===== src/rtl/drum_pkg.sv =====
// Shared types and constants for the FDN drum node array and its step sequencer.
package drum_pkg;

  localparam int unsigned FIX_W            = 18;
  localparam logic [FIX_W-1:0] ONE         = 18'h1_0000;
  localparam int unsigned NODE_STEP_CYCLES = 4;

  typedef enum logic [2:0] {
    StClr,
    StLoad,
    StWait,
    StRun,
    StCap
  } state_e;

endpackage


===== src/rtl/drum_step_ctrl.sv =====
// Time-step sequencer: advances the node array STEPS_PER_SAMPLE steps per audio sample
// request, captures the probe node's displacement, and handles strike re-initialisation.
module drum_step_ctrl
  import drum_pkg::*;
#(
  parameter int unsigned STEPS_PER_SAMPLE = 1,
  parameter int unsigned TIMEOUT          = 8
) (
  input  logic             clk,
  input  logic             reset,
  input  logic             strike,
  input  logic [FIX_W-1:0] strike_amp,
  input  logic             sample_req,
  input  logic             node_valid,
  input  logic [FIX_W-1:0] node_u,
  output logic             node_en,
  output logic             node_reset,
  output logic [FIX_W-1:0] u_init,
  output logic [FIX_W-1:0] sample_out,
  output logic             sample_valid,
  output logic             busy,
  output logic             overrun,
  output logic             timeout_err
);

  localparam int unsigned STEP_W = $clog2(STEPS_PER_SAMPLE + 1);
  localparam int unsigned WD_W   = $clog2(TIMEOUT + 1);

  localparam logic [STEP_W-1:0] StepsInit = STEP_W'(STEPS_PER_SAMPLE);
  localparam logic [STEP_W-1:0] StepLast  = STEP_W'(1);
  // Watchdog fires in the TIMEOUT-th RUN cycle without a probe valid.
  localparam logic [WD_W-1:0]   WdLast    = WD_W'(TIMEOUT - 1);

  state_e             state_q, state_d;
  logic [FIX_W-1:0]   amp_q, amp_d;
  logic               strike_pend_q, strike_pend_d;
  logic               req_pend_q, req_pend_d;
  logic [STEP_W-1:0]  step_q, step_d;
  logic [WD_W-1:0]    wd_q, wd_d;
  logic [FIX_W-1:0]   sample_out_q, sample_out_d;
  logic               sample_valid_q, sample_valid_d;
  logic               overrun_q, overrun_d;
  logic               timeout_q, timeout_d;

  always_comb begin
    state_d        = state_q;
    amp_d          = amp_q;
    strike_pend_d  = strike_pend_q;
    req_pend_d     = req_pend_q;
    step_d         = step_q;
    wd_d           = wd_q;
    sample_out_d   = sample_out_q;
    sample_valid_d = 1'b0;
    overrun_d      = overrun_q;
    timeout_d      = timeout_q;

    if (strike) begin
      strike_pend_d = 1'b1;
      amp_d         = strike_amp;
    end

    // One-deep request queue; a request arriving on a full queue is dropped.
    if (sample_req) begin
      if (req_pend_q) begin
        overrun_d = 1'b1;
      end else begin
        req_pend_d = 1'b1;
      end
    end

    unique case (state_q)
      StClr:  state_d = StLoad;
      StLoad: state_d = StWait;
      StWait: begin
        if (strike_pend_q || strike) begin
          state_d       = StClr;
          strike_pend_d = 1'b0;
        end else if (req_pend_q || sample_req) begin
          state_d    = StRun;
          req_pend_d = 1'b0;
          step_d     = StepsInit;
          wd_d       = '0;
        end
      end
      StRun: begin
        if (node_valid) begin
          wd_d   = '0;
          step_d = step_q - STEP_W'(1);
          if (step_q == StepLast) begin
            state_d = StCap;
          end
        end else if (wd_q == WdLast) begin
          // Stalled array: force a re-init from rest and drop the sample.
          timeout_d     = 1'b1;
          strike_pend_d = 1'b1;
          amp_d         = '0;
          state_d       = StClr;
        end else begin
          wd_d = wd_q + WD_W'(1);
        end
      end
      StCap: begin
        sample_out_d   = node_u;
        sample_valid_d = 1'b1;
        state_d        = StWait;
      end
      default: state_d = StClr;
    endcase
  end

  always_ff @(posedge clk) begin
    if (reset) begin
      state_q        <= StClr;
      amp_q          <= '0;
      strike_pend_q  <= 1'b0;
      req_pend_q     <= 1'b0;
      step_q         <= '0;
      wd_q           <= '0;
      sample_out_q   <= '0;
      sample_valid_q <= 1'b0;
      overrun_q      <= 1'b0;
      timeout_q      <= 1'b0;
    end else begin
      state_q        <= state_d;
      amp_q          <= amp_d;
      strike_pend_q  <= strike_pend_d;
      req_pend_q     <= req_pend_d;
      step_q         <= step_d;
      wd_q           <= wd_d;
      sample_out_q   <= sample_out_d;
      sample_valid_q <= sample_valid_d;
      overrun_q      <= overrun_d;
      timeout_q      <= timeout_d;
    end
  end

  always_comb begin
    node_reset = (state_q == StClr);
    node_en    = (state_q == StClr) || (state_q == StLoad) || (state_q == StRun);
    u_init     = ((state_q == StClr) || (state_q == StLoad)) ? amp_q : '0;
    busy       = (state_q != StWait);
  end

  assign sample_out   = sample_out_q;
  assign sample_valid = sample_valid_q;
  assign overrun      = overrun_q;
  assign timeout_err  = timeout_q;

endmodule


===== config.mk =====
export PLATFORM = sky130hd
export DESIGN_NAME = drum_step_ctrl
export DESIGN_NICKNAME = d
export VERILOG_FILES = /design/src/rtl/drum_pkg.sv /design/src/rtl/drum_step_ctrl.sv
export SDC_FILE = /design/constraint.sdc
export NUM_CORES = 1
export LEC_CHECK = 0
export ABC_AREA = 1
export BUFFER_PORTS_ARGS = -buffer_cell sky130_fd_sc_hd__buf_2
export CAP_MARGIN = 15
export CORE_MARGIN = 2
export CORE_UTILIZATION = 48
export CTS_CLUSTER_DIAMETER = 40
export CTS_CLUSTER_SIZE = 14
export DETAILED_ROUTE_END_ITERATION = 7
export GPL_TIMING_DRIVEN = 0
export HOLD_SLACK_MARGIN = 0.15
export PLACE_DENSITY = 0.79
export SYNTH_ARGS = -nofsm -noshare
export SYNTH_HDL_FRONTEND = slang
export SYNTH_SLANG_ARGS = --single-unit

===== constraint.sdc =====
create_clock -name clk -period 1.6 [get_ports clk]
set_clock_uncertainty 0.2 [all_clocks]
set_input_delay 0.08 -clock clk [delete_from_list [all_inputs] [get_ports clk]]
set_output_delay 0.08 -clock clk [all_outputs]
set_load 0.02 [all_outputs]

==> flow_metrics.tcl <==
set metrics [dict create \
    ant_nets 0 \
    drt_first_pass_iters 4 \
    ir_worst_vdd_v 0.0006882 \
    fmax_mhz 613.9 \
    grt-ovfl-total 0 \
    path_delay_family "buffers and inverters" \
    cts.path.max_buffers 2 \
    seq_area_frac_synth 0.4669 \
    drc 0 \
    worst_setup_path_end_kind "output pin" \
    p_int_uw 2209 \
    cts_sinks 49 \
    crit_chain "nor2_4 -> inv_2 -> buf_6 -> buf_12 -> nor2_2 -> buf_4" \
    htree_num_levels 2 \
    die_h_um 70.16 \
    start_kind "flop" \
    pwr-share-seq 0.429 \
    synth_area_per_cell_um2 6.910 \
    relSlewSlack 0.7176 \
    cts.clk_slew.worst_paths_ps 80 \
    layout-drive-gt1-share 0.3176 \
    arrival_ps 1350 \
    swShare 0.3009 \
    p_leak_uw 0.001706 \
    wire_per_inst_um 13.47 \
    slew_viol_final 0 \
    fp.dieW_um 70.16 \
    p_per_area_mw_per_mm2 933.2 \
    io_buffers 81 \
    instances_no_fill 496 \
    clkPwrFrac 0.285 \
    stdcell_area_mm2 0.003386 \
    drt-total-wl_mm 6.680 \
    antenna_found_initial 0 \
    placed_area_mm2 0.002571 \
    start_util 0.4892 \
    critPathBufInv 4 \
    routabilityCongestion 0.8509 \
    cts_tree "yes" \
    syn_area_mm2 0.002101 \
    dpl.hpwl_mm 3.354 \
    num-nets-final 485 \
    finalHoldViolations 0 \
    synth_area_leader_cell "dfxtp_1" \
    post-route-period-util 1.018 \
    final-setup-viol-count 8 \
    io_pins 83 \
    fill_cells 282 \
    clock_latency_ps 290 \
    cp_max_fo 10 \
    syn_to_final_growth_pct 61.17 \
    cp_data_required_time_ps 1320 \
    drv_cap 0 \
    antenna-diode-count 0 \
    worst_pin_slew_ps 423.6 \
    hold_path.class "in -> reg" \
    rsz0062_at_grt "yes" \
    synth_area_leaders "dfxtp_1 (47%), nor2_1 (17%), nand2_1 (7.9%), o21ai_0 (7.9%), inv_1 (6.4%)" \
    grt_pass1_vias 2365 \
    grt_pass1_wl_mm 10.36 \
    routed-via-count 2473 \
    max_stage_delay_ps 360 \
    worst-setup-path-type "reg -> out" \
    cts-root-buf "clkbuf_8" \
    synth_nets 346 \
    grt_usage 0.2642 \
    cts_made_buffers 5 \
    ys_warn_count 0 \
    outcome "complete, but fails checks" \
    die_area_mm2 0.004922 \
    drtIter0Drc 180 \
    syn_inst 304 \
    via_per_inst 4.986 \
    rows 24 \
    power_switching_uw 950.6 \
    synth_top_area_frac 0.4669 \
    period_needed_ps 1629 \
    slowest_stage "dfxtp_4" \
    synth_cell_types 23 \
    setup_ws_ps -29.01 \
    placedCellCount 437 \
    grt_max_degree 15 \
    failed_checks "negative setup slack" \
    core-area_mm2 0.004294 \
    synth-seq-cells 49 \
    p_comb_frac 0.286 \
]
==> cell usage in the layout, fill, tap and decap left out, types with 2 or more instances in the layout <==
master / synthesis / final
buf_2: 3 / 69
nor2_1: 96 / 78
o21ai_1: 4 / 5
buf_6: 4 / 11
dfxtp_4: 0 / 4
dlygate4sd3_1: 0 / 46
dfxtp_1: 49 / 44
inv_2: 2 / 4
nand4_1: 2 / 2
nand3_1: 11 / 9
o21ai_0: 33 / 32
nor2_2: 0 / 12
nor2_4: 1 / 7
buf_4: 1 / 13
clkbuf_8: 0 / 6
nand2_4: 1 / 3
a21oi_1: 7 / 7
inv_1: 36 / 34
nand2_1: 44 / 42
clkbuf_1: 3 / 3
nand3_2: 0 / 2
==> synthesized netlist by cell type <==
library cell   n
a21oi_1        7
buf_2          3
buf_4          1
buf_6          4
clkbuf_1       3
clkbuf_4       1
clkinv_1       1
dfxtp_1       49
ha_1           1
inv_1         36
inv_2          2
nand2_1       44
nand2_2        1
nand2_4        1
nand3_1       11
nand3_4        1
nand4_1        2
nor2_1        96
nor2_4         1
nor3_1         1
nor3_2         1
o21ai_0       33
o21ai_1        4
==> cell families after synthesis <==
kind of cell	share of synthesized area
flip-flops	0.4669
buffers and inverters	0.1108
adder cells (fa/ha/maj)	0.005955
AO/OA/AOI/OAI	0.1048
AND/OR/NAND/NOR	0.3115
==> final timing paths <==
path                    start             to  slack, ps  cells after the start
setup / recovery   state_q[2]     u_init[16]        -30                      6
hold / removal         strike  strike_pend_q        230                      5
setup reg to reg   state_q[0]       amp_q[9]         40                      7
hold reg to reg   timeout_err    timeout_err        270                      2
==> power by group through the flow <==
stage               clock [uW]  sequential, uW  combinational (uW)
floorplan                    0            1380                 403
global route               974            1370                 984
CTS                        912            1350                 782
finish                     900            1360                 904
global placement             0            1370                 597
detailed placement           0            1370                 603
==> through the flow <==
stage / total power [uW] / utilization / worst slack, ps / hold WS [ps] / TNS (ps)
2_1_floorplan: 1781 / - / 177.8 / 14.91 / 0
4_1_cts: 3041 / 0.7585 / -7.467 / 200.6 / -23.91
6_report: 3160 / 0.7885 / -29.01 / 231.7 / -73.80
5_1_grt: 3324 / 0.7885 / -70.99 / 279.0 / -835.7
3_3_place_gp: 1965 / 0.5988 / 49.20 / 100.4 / 0
3_5_place_dp: 1975 / 0.5988 / 36.69 / 106.9 / 0
==> area by class of cell <==
cell class | instances | area, um^2 | share of cell area
tap | 52 | 65.06 | 0.01922
multi-input combinational | 204 | 989.7 | 0.2923
timing repair buffer | 132 | 958.4 | 0.2831
inverter | 39 | 150.1 | 0.04435
buffer | 12 | 108.9 | 0.03215
clock buffer | 7 | 86.33 | 0.02550
sequential | 49 | 997.2 | 0.2945
clock inverter | 1 | 30.03 | 0.008869
==> layer usage <==
metal,track usage,vias up,part of all wire
li1,-,1207,-
met3,0.06782,27,0.057
met5,0,-,0
met1,0.3001,1133,0.40
met2,0.4646,106,0.51
met4,0.1175,0,0.037
==> what timing repair did <==
item	CTS	global route
setup buffers	4	0
gates cloned	1	0
endpoints found under the hold margin	49	0
endpoints found under the setup margin	19	40
hold buffers	46	0
pin swaps	1	1
resized for setup	28	44
==> worst register-to-register path: cells and delay by family, from the launching register on <==
family	cells	cell delay, ps
buffers and inverters	2	330
and+or+nand+nor	5	520
DFF	1	390
==> sequential cells by signal (all words and copies together), names as in the netlist <==
name	flops
amp_q	18
overrun	1
req_pend_q	1
sample_out	18
sample_valid	1
state_q	3
step_q	1
strike_pend_q	1
timeout_err	1
wd_q	4
No activity file was read; power rests on OpenSTA's default activity.
